<file path="src/rtl/mic_pl_chain.sv">
// -----------------------------------------------------------------------------
// mic_pl_chain
//
// Purpose:
//   Pipeline chain of double-buffered (skid) register stages for one MIC stream
//   channel (TDATA/TVALID/TREADY/TLAST). Every stage registers both the forward
//   path (data/valid/last) and the backward path (ready), so long valid/ready
//   timing paths are broken at each stage without losing throughput.
//   Packet content and ordering are preserved exactly.
//
// Parameters:
//   DEPTH  - number of skid stages (0..16). 0 gives a combinational wire-through.
//   DATA_W - TDATA width.
//
// Ports:
//   clk        in   system clock, rising edge
//   reset      in   asynchronous active-low reset
//   I_TDATA    in   upstream beat data
//   I_TVALID   in   upstream beat valid
//   I_TREADY   out  chain can accept a beat (straight from stage 0's skid flop)
//   I_TLAST    in   upstream final beat of packet
//   O_TDATA    out  downstream beat data
//   O_TVALID   out  downstream beat valid
//   O_TREADY   in   downstream accepts the beat
//   O_TLAST    out  downstream final beat of packet
//
// Optional feature (macro MIC_PL_CHAIN_STATS_EN):
//   STAT_BEATS out  32-bit wrapping count of accepted output beats
//   STAT_PKTS  out  32-bit wrapping count of accepted output beats with TLAST
//   STAT_FULL  out  1 when every stage holds two beats
// -----------------------------------------------------------------------------
module mic_pl_chain #(
    parameter int DEPTH  = 5,
    parameter int DATA_W = 64
) (
    input  logic              clk,
    input  logic              reset,
    input  logic [DATA_W-1:0] I_TDATA,
    input  logic              I_TVALID,
    output logic              I_TREADY,
    input  logic              I_TLAST,
    output logic [DATA_W-1:0] O_TDATA,
    output logic              O_TVALID,
    input  logic              O_TREADY,
    output logic              O_TLAST
`ifdef MIC_PL_CHAIN_STATS_EN
    ,
    output logic [31:0]       STAT_BEATS,
    output logic [31:0]       STAT_PKTS,
    output logic [0:0]        STAT_FULL
`endif
);

`ifdef MIC_PL_CHAIN_STATS_EN
    logic w_all_full;
`endif

    generate
        if (DEPTH == 0) begin : g_wire
            // Pure wire-through: no state, both directions combinational.
            assign O_TDATA  = I_TDATA;
            assign O_TVALID = I_TVALID;
            assign O_TLAST  = I_TLAST;
            assign I_TREADY = O_TREADY;
`ifdef MIC_PL_CHAIN_STATS_EN
            // With no stages there is nothing to be full.
            assign w_all_full = 1'b0;
`endif
        end else begin : g_pipe
            // Chain links: index k is the input of stage k, index k+1 its output.
            logic [DEPTH:0]    w_vld;
            logic [DEPTH:0]    w_lst;
            logic [DEPTH:0]    w_rdy;
            logic [DATA_W-1:0] w_dat [DEPTH+1];
            logic [DEPTH-1:0]  w_full;

            assign w_vld[0]     = I_TVALID;
            assign w_dat[0]     = I_TDATA;
            assign w_lst[0]     = I_TLAST;
            assign w_rdy[DEPTH] = O_TREADY;

            for (genvar gi = 0; gi < DEPTH; gi++) begin : g_stage
                // State flops (EMPTY = 00, HALF = 10, FULL = 11 as {m_v, s_v}).
                logic              r_m_v;
                logic              r_s_v;
                // Data flops: main and skid copies of data and last.
                logic [DATA_W-1:0] r_m_d;
                logic [DATA_W-1:0] r_s_d;
                logic              r_m_l;
                logic              r_s_l;

                logic w_wr;
                logic w_rd;
                logic w_m_v_next;
                logic w_s_v_next;
                logic w_ld_main_in;
                logic w_ld_skid;
                logic w_ld_main_skid;

                // A beat enters when offered and the skid slot is free; it
                // leaves when main holds a beat and the next stage is ready.
                assign w_wr = w_vld[gi] && !r_s_v;
                assign w_rd = r_m_v && w_rdy[gi+1];

                // State register: only the valid flags are reset.
                always_ff @(posedge clk or negedge reset) begin
                    if (!reset) begin
                        r_m_v <= 1'b0;
                        r_s_v <= 1'b0;
                    end else begin
                        r_m_v <= w_m_v_next;
                        r_s_v <= w_s_v_next;
                    end
                end

                // Next-state logic.
                always_comb begin
                    w_m_v_next = r_m_v;
                    w_s_v_next = r_s_v;
                    case ({r_m_v, r_s_v})
                        2'b00: begin
                            if (w_wr) w_m_v_next = 1'b1;
                        end
                        2'b10: begin
                            if (w_wr && !w_rd) begin
                                w_s_v_next = 1'b1;
                            end else if (!w_wr && w_rd) begin
                                w_m_v_next = 1'b0;
                            end
                        end
                        2'b11: begin
                            // Ready is low here, so only a read can happen.
                            if (w_rd) w_s_v_next = 1'b0;
                        end
                        default: begin
                            // Skid-only is unreachable; recover to empty.
                            w_m_v_next = 1'b0;
                            w_s_v_next = 1'b0;
                        end
                    endcase
                end

                // Output logic: data-path load strobes.
                always_comb begin
                    w_ld_main_in   = 1'b0;
                    w_ld_skid      = 1'b0;
                    w_ld_main_skid = 1'b0;
                    // New beat goes to main when main is empty or being drained
                    // this cycle; otherwise it parks in the skid slot.
                    if (w_wr && (!r_m_v || w_rd)) w_ld_main_in = 1'b1;
                    if (w_wr && r_m_v && !w_rd)   w_ld_skid    = 1'b1;
                    // When full and draining, the older skid beat moves forward.
                    if (r_s_v && w_rd)            w_ld_main_skid = 1'b1;
                end

                // Data registers carry no reset; they are qualified by r_m_v/r_s_v.
                always_ff @(posedge clk) begin
                    if (w_ld_main_in) begin
                        r_m_d <= w_dat[gi];
                        r_m_l <= w_lst[gi];
                    end else if (w_ld_main_skid) begin
                        r_m_d <= r_s_d;
                        r_m_l <= r_s_l;
                    end
                    if (w_ld_skid) begin
                        r_s_d <= w_dat[gi];
                        r_s_l <= w_lst[gi];
                    end
                end

                // Ready toward upstream comes directly from the skid flag flop.
                assign w_rdy[gi]    = !r_s_v;
                assign w_vld[gi+1]  = r_m_v;
                assign w_dat[gi+1]  = r_m_d;
                assign w_lst[gi+1]  = r_m_l;
                assign w_full[gi]   = r_m_v && r_s_v;
            end

            assign I_TREADY = w_rdy[0];
            assign O_TVALID = w_vld[DEPTH];
            assign O_TDATA  = w_dat[DEPTH];
            assign O_TLAST  = w_lst[DEPTH];

`ifdef MIC_PL_CHAIN_STATS_EN
            assign w_all_full = &w_full;
`else
            // Fullness is only consumed by the statistics block.
            logic w_full_unused;
            assign w_full_unused = &w_full;
`endif
        end
    endgenerate

`ifdef MIC_PL_CHAIN_STATS_EN
    logic [31:0] r_stat_beats;
    logic [31:0] r_stat_pkts;

    // Counters wrap naturally at 32 bits.
    always_ff @(posedge clk or negedge reset) begin
        if (!reset) begin
            r_stat_beats <= 32'd0;
            r_stat_pkts  <= 32'd0;
        end else if (O_TVALID && O_TREADY) begin
            r_stat_beats <= r_stat_beats + 32'd1;
            if (O_TLAST) r_stat_pkts <= r_stat_pkts + 32'd1;
        end
    end

    assign STAT_BEATS = r_stat_beats;
    assign STAT_PKTS  = r_stat_pkts;
    assign STAT_FULL  = w_all_full;
`endif

endmodule

</file>
<file path="config.mk">
export PLATFORM = sky130hd
export DESIGN_NAME = mic_pl_chain
export DESIGN_NICKNAME = d
export VERILOG_FILES = /design/src/rtl/mic_pl_chain.sv
export SDC_FILE = /design/constraint.sdc
export NUM_CORES = 1
export LEC_CHECK = 0
export BUFFER_PORTS_ARGS = -buffer_cell sky130_fd_sc_hd__buf_2
export CAP_MARGIN = 20
export CORE_MARGIN = 2
export CORE_UTILIZATION = 60
export DETAILED_ROUTE_END_ITERATION = 6
export GPL_TIMING_DRIVEN = 1
export PLACE_DENSITY = 0.83
export SKIP_CTS_REPAIR_TIMING = 1
export SLEW_MARGIN = 40
export SYNTH_ARGS = -nofsm -noshare
export SYNTH_HDL_FRONTEND = slang
export SYNTH_SLANG_ARGS = --single-unit
</file>
<file path="constraint.sdc">
create_clock -name clk -period 8.65 [get_ports clk]
set_clock_uncertainty 0.1 [all_clocks]
set_input_delay 0.4325 -clock clk [delete_from_list [all_inputs] [get_ports clk]]
set_output_delay 0.4325 -clock clk [all_outputs]
set_load 0.03 [all_outputs]
</file>
# ---- Word-level counts from Yosys, hierarchy flattened
# Cells that the tools add are included.
dict set report word_totals {
  ff_bits 660
  in_bits 69
  wordCells 222
}
dict set report op_classes {
  eq_ne 35
  muxes 70
  bitwise_logic 10
  n_reduce_logical 77
}
# op count
set ops {}
lappend ops {{$mux 64} 10}
lappend ops {{$mux 1} 50}
lappend ops {{$ne 2x2->1 const B} 25}
lappend ops {{$logic_and 1x1->1} 36}
lappend ops {{$pmux 1 s3} 10}
lappend ops {{$eq 2x2->1 const B} 10}
lappend ops {{$reduce_and 4->1} 5}
lappend ops {{$logic_not 1->1} 16}
lappend ops {{$reduce_and 3->1} 5}
lappend ops {{$logic_not 2->1} 5}
lappend ops {{$not 1->1} 10}
lappend ops {{$reduce_bool 2->1} 5}
lappend ops {{$logic_or 1x1->1} 5}

# ---- Longest topological paths before layout
# Gate-level depths: netlist of run 1.
dict set report depth {
  ltp_word 7
  mapped_depth 5
  depth_no_buf 3
}

# ---- Worst setup path after synthesis of run 1
# No wires, ideal clock.
dict set report synth_timing {
  kind {flip-flop to flip-flop}
  start {register g_pipe.g_stage[3].r_m_v}
  end {register g_pipe.g_stage[3].r_m_d[0], enable pin}
  arrival_ps 5465
  setup_slack_ps 2500
  stages_incl_launch_ff 3
  n_path_buf 0
  cell_sequence {dfrtp_1 and2b_1 a211oi_1}
}
dict set report synth_via {
  elab_chain_len 5
}
# element line
set synth_lines {}
lappend synth_lines {{start: declaration} 84} ;# logic r_m_v;
lappend synth_lines {{start signal: assignment} 111} ;# r_m_v <= w_m_v_next;
lappend synth_lines {{$logic_not 1->1 or $logic_and 1x1->1 (tied branches)} {150, 103}}
lappend synth_lines {{$logic_or 1x1->1} 150} ;# if (w_wr && (!r_m_v || w_rd)) w_ld_main_in = 1'b1;
lappend synth_lines {{$logic_and 1x1->1} 150}
lappend synth_lines {{$mux 1} 150}
lappend synth_lines {{$reduce_bool 2->1 (no source line) *} n/a}
lappend synth_lines {{end signal: assignment} 159} ;# r_m_d <= w_dat[gi];
lappend synth_lines {{end signal: assignment} 162} ;# r_m_d <= r_s_d;
lappend synth_lines {{end: declaration} 87} ;# logic [DATA_W-1:0] r_m_d;
# Every way passes the cells marked *; elsewhere a longest branch is shown, timed or not.
# A chain may end at the register's enable or synchronous reset.

# ---- Worst setup path after layout of run 1
dict set report layout_timing {
  start {register g_pipe.g_stage[4].r_s_v}
  end {register g_pipe.g_stage[3].r_m_d[63] (data pin)}
}
dict set report layout_via {
  elab_chain_len 6
}
# element line
set layout_lines {}
lappend layout_lines {{start: declaration} 85} ;# logic r_s_v;
lappend layout_lines {{start signal: assignment} 112} ;# r_s_v <= w_s_v_next;
lappend layout_lines {{$logic_not 1->1} 172} ;# assign w_rdy[gi] = !r_s_v;
lappend layout_lines {{$logic_and 1x1->1} 103} ;# assign w_rd = r_m_v && w_rdy[gi+1];
lappend layout_lines {{$logic_or 1x1->1} 150}
lappend layout_lines {{$logic_and 1x1->1} 150}
lappend layout_lines {{$mux 1} 150}
lappend layout_lines {{$mux 64} 158} ;# if (w_ld_main_in) begin
# Every way passes these cells.

==> metrics list, run 1 <==
- The run finished with clean final reports.
- Max-cap violations in this run came to 0.
- Number of clock sinks seen by CTS: 660
* Mean instance size in the synthesized netlist: 23.3 um^2
* Clock insertion delay at the later pin of the skew report: 0.58 ns
* Power density over cell area: 289 mW/mm^2
- Prior to clock tree synthesis, the placed netlist has a worst setup slack of 6.23 ns.
- Summed over all cells, the static leakage comes to 10.5 nW.
* Unrepaired setup endpoints after global routing: false
* Routability Congestion: 0.698
- After routing, the total negative slack on setup checks comes to 0 ns.
- Setup violations remaining at the end of the flow were counted as 0.
* Ys flop type: sky130_fd_sc_hd__edfxtp_1
- After the first detailed-routing iteration, the DRC count stood at 648.
- Summed over all nets, the half-perimeter wirelength after detailed placement is 22700 um.
- The worst hold path belongs to the class in2reg.
* Die boundary width: 208 um
* Fraction of registers with async set or reset after synthesis: 0.0152
- Critical path launch point type: register
* Post-synth design cell area: 0.0250 mm^2
* Total wire length after detailed routing: 37700 um
* Syn. warnings: 0
* Most frequent cell after synthesis: sky130_fd_sc_hd__edfxtp_1
- In the routed design, unresolved DRC markers number 0.
* Via density: 5.31
- Number of enable-type register cells in the synthesized netlist: 650
* Drt wl/cell: 19.9 um
- Post-route setup slack: 6.20 ns
- The startpoint identified for the worst hold timing path is I_TVALID.
- In this run the critical register-to-register path is captured at g_pipe.g_stage[3].r_m_d[63].
- The final count of pins violating max slew is 0.
* Main area contributors after synthesis: sky130_fd_sc_hd__edfxtp_1 (78%), sky130_fd_sc_hd__mux2_4 (12%), sky130_fd_sc_hd__mux2_2 (5.6%), sky130_fd_sc_hd__dfrtp_1 (1.0%), sky130_fd_sc_hd__buf_12 (0.88%)
* Clock tree root driver cell: sky130_fd_sc_hd__clkbuf_16
- Clk buf depth: 3
- The final number of hold-violating endpoints is 0.
- Synth cell count leaders: sky130_fd_sc_hd__edfxtp_1 (650), sky130_fd_sc_hd__mux2_4 (200), sky130_fd_sc_hd__mux2_2 (125)
* Crit share post-route: 0.284
- In this run the critical register-to-register path is launched from g_pipe.g_stage[4].r_s_v.
- Of the synthesized area, sequential elements account for 0.792.
* Core box area: 0.0409 mm^2
- GRT Residual Overflow: 0
- In the final layout, the share of cells above drive strength 1 is 0.425.
- The routed design could run at a clock period as short as 2.45 ns.
* Die area: 0.0433 mm^2
* Worst Max-Slew Pin Slew: 0.840 ns
- Worst supply voltage drop on vdd: 0.186 mV
- Effective utilization at floorplan: 0.610
- Global-route wire length before repair: 59100 um
- R2R depth: 4
- Once layout is complete, the utilization of the core stands at 0.702.
- For the worst setup path, the data arrival time is 2.68 ns.
- WHS Path Cells: 3
* Synth-to-layout area growth: 15.1%
- TritonCTS clock tree: done
- Worst setup path class: reg2reg
* Vias post-DR: 10086
- For this run, the post-layout net count is 1386.
* Post-synthesis cell type with the largest combined area: sky130_fd_sc_hd__edfxtp_1
- Buffers placed on the I/O ports in this run total 135.
* Slew headroom: 0.440
* Req. time, crit path: 8.88 ns
- Worst Path Max Fanout: 34
* Area fraction of the dominant cell type after synthesis: 0.782
- Fill cell total of the finished layout: 2370
- Via count of the first global-routing pass: 10505
- The H-tree generated during clock tree synthesis spans 2 levels.
- Terminating pin of the worst hold path: g_pipe.g_stage[0].r_s_v
- Max Clk Rate: 0.407 GHz
* Global-route usage over all layers: 0.171
* Remaining antenna violation count after routing: 0
- The number of nets in the synthesized netlist is 1141.
- First-pass detailed-route iteration total: 4
- In this run, synthesis produced a sequential element count of 660.
- Hold_ws: 0.101 ns
* Slack of the worst reg-to-reg path: 6.20 ns
* Pin count of the biggest net entering global routing: 66
- Antenna violations before repair: 0
* CTS clock-pin slew for the worst setup and hold paths: 0.06 ns
- CTS buffer count: 59
- The most critical setup path has its startpoint at g_pipe.g_stage[4].r_s_v.
- Height of the die: 208 um
* Total I/O pin count: 136
* Site row count: 74
* Worst setup EP type: register
* Number of instances in the synthesized netlist: 1072
- Count of distinct cell types in the synthesized netlist: 21
## cells in the final DEF (no fill, tap or decap), types with 2 or more instances in the layout
master                            n
sky130_fd_sc_hd__edfxtp_1       650
sky130_fd_sc_hd__mux2_4         200
sky130_fd_sc_hd__buf_2          135
sky130_fd_sc_hd__mux2_2         125
sky130_fd_sc_hd__dlygate4sd3_1   66
sky130_fd_sc_hd__clkbuf_16       61
sky130_fd_sc_hd__clkinv_1        14
sky130_fd_sc_hd__clkbuf_1        12
sky130_fd_sc_hd__clkinv_2        11
sky130_fd_sc_hd__dfrtp_1         10
sky130_fd_sc_hd__nor2_1          10
sky130_fd_sc_hd__nand2_1          9
sky130_fd_sc_hd__nand2b_4         7
sky130_fd_sc_hd__o21ai_0          6
sky130_fd_sc_hd__buf_12           6
sky130_fd_sc_hd__buf_6            6
sky130_fd_sc_hd__nor2_4           5
sky130_fd_sc_hd__bufinv_16        5
sky130_fd_sc_hd__buf_4            5
sky130_fd_sc_hd__clkbuf_8         4
sky130_fd_sc_hd__nor2b_1          3
sky130_fd_sc_hd__a211oi_4         3
sky130_fd_sc_hd__nand2b_1         2
sky130_fd_sc_hd__inv_1            2
## kinds of logic after synthesis
kind of cell | after synthesis | share of synthesized area
flops | 660 | 0.792
buf+inv | 37 | 0.0196
compound gates | 12 | 0.00281
simple gates | 38 | 0.00922
mux | 325 | 0.177
## power breakdown
group	total (mW)	internal, mW	switching [mW]	leakage (nW)
clock network	2.54	1.47	1.07	0.941
registers	4.35	4.16	0.192	6.24
logic	1.40	0.598	0.802	3.28
## stage by stage
stage / power [mW] / instances / cell area [um^2]
after floorplan: 5.53 / 1072 / 25000
after global placement: 5.75 / 1715 / 26000
after detailed placement: 5.81 / 1721 / 26100
after CTS: 8.35 / 1831 / 28000
after global routing: 8.60 / 1898 / 28700
final: 8.30 / 1899 / 28700
## critical path: stages (launching register included)
cell and delay (ns):
sky130_fd_sc_hd__dfrtp_1 0.59, sky130_fd_sc_hd__nand2_1 0.25, sky130_fd_sc_hd__nand2b_4 0.54, sky130_fd_sc_hd__buf_12 0.32
sky130_fd_sc_hd__mux2_2 0.38
## final cells by class
type	instances	area [um^2]	area share
sequential	660	19800	0.688
multi-input combinational	375	4800	0.167
clock buffer	77	1630	0.0566
timing repair buffer	219	1590	0.0553
tap	532	666	0.0232
clock inverter	33	285	0.00992
inverter	2	7.51	0.000261
antenna	1	2.50	0.0000870
## registers in the layout, summed over array words and instances (netlist names)
signal / count
O_TDATA: 64
g_pipe.g_stage.r_s_v: 5
g_pipe.g_stage.r_m_v: 4
g_pipe.g_stage.r_m_d: 256
g_pipe.g_stage.r_s_d: 320
g_pipe.g_stage.r_s_l: 5
O_TLAST: 1
g_pipe.g_stage.r_m_l: 4
O_TVALID: 1
## layer usage
metal / track usage / routed length [um]
met5: 0 / 0
met3: 0.0328 / 1740
met2: 0.264 / 17900
met1: 0.255 / 17500
met4: 0.0462 / 658
## how the worst max path moves through the flow
stage / end / slack (ns) / depth (start not counted)
4_1_cts: g_pipe.g_stage[3].r_m_d[63] / 6.19 / 4
3_5_place_dp: g_pipe.g_stage[3].r_m_d[63] / 6.23 / 4
5_1_grt: g_pipe.g_stage[3].r_m_d[63] / 6.11 / 4
3_3_place_gp: O_TLAST / 6.20 / 4
2_1_floorplan: g_pipe.g_stage[3].r_m_d[0] / 2.50 / 2
6_report: g_pipe.g_stage[3].r_m_d[63] / 6.20 / 4
Note: power is estimated with default switching activity, not from simulation.
==> run 2: changes to the inputs <==
==> constraint.sdc (replaced) <==
create_clock -name clk -period 2.3 [get_ports clk]
set_clock_uncertainty 0.1 [all_clocks]
set_input_delay 0.115 -clock clk [delete_from_list [all_inputs] [get_ports clk]]
set_output_delay 0.115 -clock clk [all_outputs]
set_load 0.03 [all_outputs]
==> metrics list, run 2 (synthesis gave the netlist of run 1 again) <==
- After detailed routing, the number of remaining DRC violations is 0.
* Number of flip-flops in the largest register: 320
- The multi-input combinational cells in the finished layout cover a total of 0.00483 mm^2.
* WHS Path Cells: 2
- Counting the buffers created by CTS gives 59.
- In the finished design, the share of the clock period the worst path needs comes to 0.953.
* Met2 routed WL: 17600 um
* Die boundary width: 208 um
- The floorplan has 74 rows.
- Pin count of the biggest net entering global routing: 66
- Routed length on met1: 17300 um
* Violation count after the first detailed-routing iteration: 627
- After the last flow step, the layout net total stands at 1399.
- N_diodes: 0
- Internal power comes to 23.5 mW.
* Worst setup EP type: register
* Drt wl/cell: 19.5 um
* Power density over cell area: 1080 mW/mm^2
- Headroom to the max-slew limit came out at 0.601.
- The number of cells on the worst reg-to-reg path is 4.
* Maxcap violations: 0
- The layout has 2371 filler cells.
- The highest metal layer carrying signal wires in the routed design is met4.
* Clk buf depth: 3
- Register containing the most flip-flops in the final layout: g_pipe.g_stage.r_s_d
- Clock insertion delay at the later pin of the skew report: 0.60 ns
- Via density: 5.23
- The routed design uses 1560 um of met3 wire.
- Worst hold path type: in2reg
- Effective utilization at floorplan: 0.610
- Antenna violations before repair: 0
- Final Critical Period: 2.19 ns
* GRT Residual Overflow: 0
* Max-slew violation count: 0
- Clock tree synthesis found a total of 660 sinks.
* Fraction of the core area covered by cells at the end of the flow: 0.707
- First-pass detailed-route iteration total: 5
- Fraction of final layout cells sized beyond drive strength 1: 0.433
- Worst Max-Slew Pin Slew: 0.596 ns
- Run status: finished, final reports clean
- The congestion estimate from routability-driven global placement came to 0.716.
- Worst Path Max Fanout: 30
* Req. time, crit path: 2.55 ns
- Overall power of the completed layout: 31.3 mW
- The die is 208 um tall.
* Max Clk Rate: 0.456 GHz
* Worst supply voltage drop on vdd: 0.588 mV
- CTS H-tree lvls: 2
* Remaining antenna violation count after routing: 0
- Of the total power, the share spent switching nets is 0.248.
* Count of endpoints failing hold in the final timing report: 0
* TritonCTS clock tree: done
- Setup TNS: 0 ns
- Arrival time of the worst setup path: 2.44 ns
- Total I/O pin count: 136
- Of the total power, registers draw 0.523.
- Vias post-DR: 9987
- Synth-to-layout area growth: 15.9%
- The analysis attributes to net switching a power of 7.76 mW.
* Total wire length after detailed routing: 37200 um
- In this run the static leakage power is 10.5 nW.
- CTS clock-pin slew for the worst setup and hold paths: 0.06 ns
- Core box area: 0.0409 mm^2
- Global-route wire length before repair: 58900 um
- Input and output buffers added on the ports amount to 135.
- The number of global-route vias before repair is 10257.
* Combinational power share: 0.173
- Finish-stage setup viols: 0
- Detail Placement HPWL: 23200 um
* Most frequent cells in the layout: sky130_fd_sc_hd__edfxtp_1 (650), sky130_fd_sc_hd__mux2_4 (200), sky130_fd_sc_hd__buf_2 (135)
- Across every metal layer, demand over resource in global routing totals 0.172.
- Unrepaired setup endpoints after global routing: false
* Worst setup path class: reg2reg
- The library cell used most frequently in the layout, excluding fill and tap cells, is sky130_fd_sc_hd__edfxtp_1.
- Die area: 0.0433 mm^2
- The share of total power dissipated in the clock network is 0.304.
* Critical path launch point type: register
- Register area: 0.0198 mm^2
- Clock tree root driver cell: sky130_fd_sc_hd__clkbuf_16
-- run 2: changes by cell type in the layout (fill, tap and decap cells not counted), moves of 4 or more --
| cell | previous run | this run |
|---|---|---|
| sky130_fd_sc_hd__dfrtp_1 | 10 | 5 |
| sky130_fd_sc_hd__buf_4 | 5 | 11 |
| sky130_fd_sc_hd__buf_12 | 6 | 17 |
| sky130_fd_sc_hd__clkbuf_8 | 4 | 0 |
| sky130_fd_sc_hd__buf_6 | 6 | 0 |
| sky130_fd_sc_hd__dfrtp_2 | 0 | 5 |
-- run 2: area by class of cell --
class | count | share of cell area
well taps | 532 | 0.0230
flip-flops and latches | 660 | 0.683
clock inverters | 33 | 0.0105
repair buffers | 232 | 0.0618
multi-input cells | 375 | 0.167
clock buffers | 76 | 0.0547
inverters | 2 | 0.000259
-- run 2: layer usage --
layer / up-vias / GRT usage
met2: 222 / 0.269
met1: 4939 / 0.252
li1: 4760 / -
met4: 0 / 0.0460
met3: 66 / 0.0343
met5: - / 0
-- run 2: critical path: stages (launching register included) --
cell and delay [ns]:
sky130_fd_sc_hd__dfrtp_1 0.57, sky130_fd_sc_hd__nand2_1 0.28, sky130_fd_sc_hd__nand2b_4 0.33, sky130_fd_sc_hd__buf_12 0.29, sky130_fd_sc_hd__mux2_4 0.34
-- run 2: per-stage QoR --
| step | worst slack (ns) | instances | hold slack (ns) | instance area (um^2) |
|---|---|---|---|---|
| 6_report | 0.109 | 1910 | 0.140 | 28900 |
| 5_1_grt | 0.0722 | 1910 | 0.128 | 28900 |
| 4_1_cts | 0.126 | 1841 | -0.743 | 28300 |
| 3_5_place_dp | 0.207 | 1732 | -0.0880 | 26400 |
| 3_3_place_gp | 0.323 | 1732 | -0.101 | 26400 |
| 2_1_floorplan | -0.546 | 1072 | -0.281 | 25100 |
-- run 2: power groups by stage --
stage	sequential (mW)	clock, mW	combinational, mW
finish	16.4	9.51	5.43
global route	16.6	10.2	5.75
floorplan	17.5	0	3.26
global placement	16.5	0	5.22
detailed placement	16.6	0	5.37
CTS	16.4	9.72	5.42
-- run 2: final timing paths --
| check | start | to | slack [ns] |
|---|---|---|---|
| max | g_pipe.g_stage[3].r_s_v | g_pipe.g_stage[2].r_m_d[27] | 0.11 |
| min | I_TLAST | g_pipe.g_stage[0].r_s_l | 0.14 |
| max reg2reg | g_pipe.g_stage[3].r_s_v | g_pipe.g_stage[2].r_m_d[27] | 0.11 |
| min reg2reg | g_pipe.g_stage[0].r_m_d[57] | g_pipe.g_stage[1].r_s_d[57] | 0.35 |
| max in group asynchronous | reset | g_pipe.g_stage[2].r_s_v | 1.12 |
| min in group asynchronous | reset | g_pipe.g_stage[3].r_m_v | 0.55 |
==> run 3: changes to the inputs <==
--- a/config.mk
+++ b/config.mk
@@ -8,10 +8,10 @@
 export BUFFER_PORTS_ARGS = -buffer_cell sky130_fd_sc_hd__buf_2
 export CAP_MARGIN = 20
 export CORE_MARGIN = 2
-export CORE_UTILIZATION = 60
+export CORE_UTILIZATION = 40
 export DETAILED_ROUTE_END_ITERATION = 6
 export GPL_TIMING_DRIVEN = 1
-export PLACE_DENSITY = 0.83
+export PLACE_DENSITY = 0.61
 export SKIP_CTS_REPAIR_TIMING = 1
 export SLEW_MARGIN = 40
 export SYNTH_ARGS = -nofsm -noshare
==> metrics list, run 3 (synthesis gave the netlist of run 1 again) <==
* Run status: finished, final reports clean
- Along the worst path, the maximum fanout reaches 40.
* Remaining DRCs: 0
* Count of endpoints failing hold in the final timing report: 0
- Setup violations remaining at the end of the flow were counted as 0.
- Remaining antenna violation count after routing: 0
- Clock tree root driver cell: sky130_fd_sc_hd__clkbuf_16
- From bottom edge to top edge, the die measures 254 um.
* CP max stage delay: 0.43 ns
- Before antenna repair, the detailed router went through 4 iterations.
- The detailed router put a total of 18300 um of wire on met1.
* Antenna violations before repair: 0
* Slew headroom: 0.613
- Clock insertion delay at the later pin of the skew report: 0.57 ns
* Worst Max-Slew Pin Slew: 0.578 ns
- Cell area after layout: 0.0296 mm^2
- For this block, the initial DRC count from the detailed router was 563.
- Post-route setup slack: 0.286 ns
* GRT Residual Overflow: 0
- IR analysis of the VDD net gives a maximum drop of 0.534 mV.
- Crit path cell chain: nand2b_1, nand2b_4, buf_12, mux2_4
- N_diodes: 0
- No sink is reached through more buffers than the 3 on the longest clock path.
- Clock tree synthesis inserted a total of 66 buffers.
* Vias post-DR: 9822
- For this run, the top clock speed supported by timing is 0.496 GHz.
- For this configuration, the core starts out at a cell density of 0.405.
- CTS clock-pin slew for the worst setup and hold paths: 0.06 ns
* Critical path launch point type: register
- The final count of pins violating max slew was 0.
- Register containing the most flip-flops in the final layout: g_pipe.g_stage.r_s_d
* Pin count of the biggest net entering global routing: 66
- Most frequent standard cell in the layout excluding fill and tap cells: sky130_fd_sc_hd__edfxtp_1
- In this run the number of H-tree levels came out at 3.
- At the worst endpoint, the required time is 2.51 ns.
- After detailed routing, the number of vias per cell comes to 4.42.
* Worst hold path type: in2reg
- Unrepaired setup endpoints after global routing: false
- TritonCTS clock tree: done
- Worst setup EP type: register
* Number of input and output port buffers inserted: 135
* Crit share post-route: 0.876
- Met3 layer wire length in the routed design: 1220 um
- Total wire length after detailed routing: 35900 um
* Die area: 0.0644 mm^2
- The number of global-route vias before repair is 9760.
- Final Critical Period: 2.01 ns
- Summed over all cells, the static leakage comes to 10.6 nW.
* Slowest cell on crit path: sky130_fd_sc_hd__dfrtp_1
* Arrival time of the worst setup path: 2.22 ns
* Number of clock sinks seen by CTS: 660
- Instance area at placement: 0.0268 mm^2
- Compared with the post-synthesis result, the final layout area differs by 18.4%.
- Worst setup path class: reg2reg
* Total I/O pin count: 136
* Setup TNS: 0 ns
* Met2 routed WL: 15500 um
- Global-route usage over all layers: 0.110
- In the final layout, the share of cells above drive strength 1 is 0.431.
* Detail Placement HPWL: 23000 um
- Routability-driven placement finished with a final weighted congestion of 0.714.
- For this run, the post-layout net count is 1403.
- Most frequent cells in the layout: sky130_fd_sc_hd__edfxtp_1 (650), sky130_fd_sc_hd__mux2_4 (200), sky130_fd_sc_hd__buf_2 (135)
- The register with the most flip-flops in the layout has 320 of them.
- Dividing total power by cell area gives a power density of 1090 mW/mm^2.
- The die is 254 um wide.
- The first global-routing pass estimated 56100 um of wire.
* Worst setup slack after placement: 0.290 ns
- Site row count: 91
- Maxcap violations: 0
- After floorplanning, the core was sized to cover 0.0617 mm^2.
- Drt wl/cell: 16.2 um
- Top routing layer in use: met4
* Fraction of the core area covered by cells at the end of the flow: 0.479
-- run 3: changes by cell type in the layout (fill, tap and decap cells not counted), sizes merged --
cell and change:
bufinv -1, buf -3, clkbuf +10, clkinvlp -1
inv +2
-- run 3: final timing paths --
kind / from / to / slack, ns / depth (start not counted)
setup / recovery: g_pipe.g_stage[1].r_s_v / g_pipe.g_stage[1].r_m_d[45] / 0.29 / 4
hold / removal: I_TDATA[3] / g_pipe.g_stage[0].r_s_d[3] / 0.17 / 2
setup reg to reg: g_pipe.g_stage[1].r_s_v / g_pipe.g_stage[1].r_m_d[45] / 0.29 / 4
hold reg to reg: g_pipe.g_stage[0].r_m_d[10] / g_pipe.g_stage[1].r_s_d[10] / 0.34 / 0
max in group asynchronous: reset / g_pipe.g_stage[1].r_m_v / 1.08 / 3
min in group asynchronous: reset / O_TVALID / 0.60 / 3
-- run 3: worst max-delay path, delay by kind of cell, from the launching register on --
family	cells	cell delay, ns
buffers and inverters	1	0.32
flip-flops	1	0.43
multiplexers	1	0.33
AND/OR/NAND/NOR	2	0.54
-- run 3: power by group --
| group | internal, mW | switching (mW) | total (mW) |
|---|---|---|---|
| Clock | 6.17 | 4.18 | 10.4 |
| Sequential | 15.6 | 0.696 | 16.3 |
| Combinational | 2.40 | 3.04 | 5.44 |
-- run 3: stage by stage --
| step | hold WS (ns) | instances | power (mW) |
|---|---|---|---|
| after global placement | -0.0991 | 2034 | 22.0 |
| after floorplan | -0.281 | 1072 | 20.7 |
| after detailed placement | -0.0822 | 2034 | 22.1 |
| after global routing | 0.156 | 2222 | 33.5 |
| after CTS | -0.709 | 2153 | 32.5 |
| final | 0.167 | 2222 | 32.1 |
-- run 3: cell type report --
type | instances | area [um^2]
clock inverters | 33 | 275
well taps | 837 | 1050
fillers | 5119 | 32200
clock buffers | 86 | 1830
multi-input cells | 375 | 4830
flip-flops and latches | 660 | 19800
inverters | 2 | 7.51
repair buffers | 229 | 1790
-- run 3: per-layer routing --
| layer | track usage | vias up |
|---|---|---|
| met1 | 0.166 | 4831 |
| met4 | 0.0477 | 0 |
| li1 | - | 4775 |
| met2 | 0.155 | 154 |
| met3 | 0.0235 | 62 |
| met5 | 0 | - |
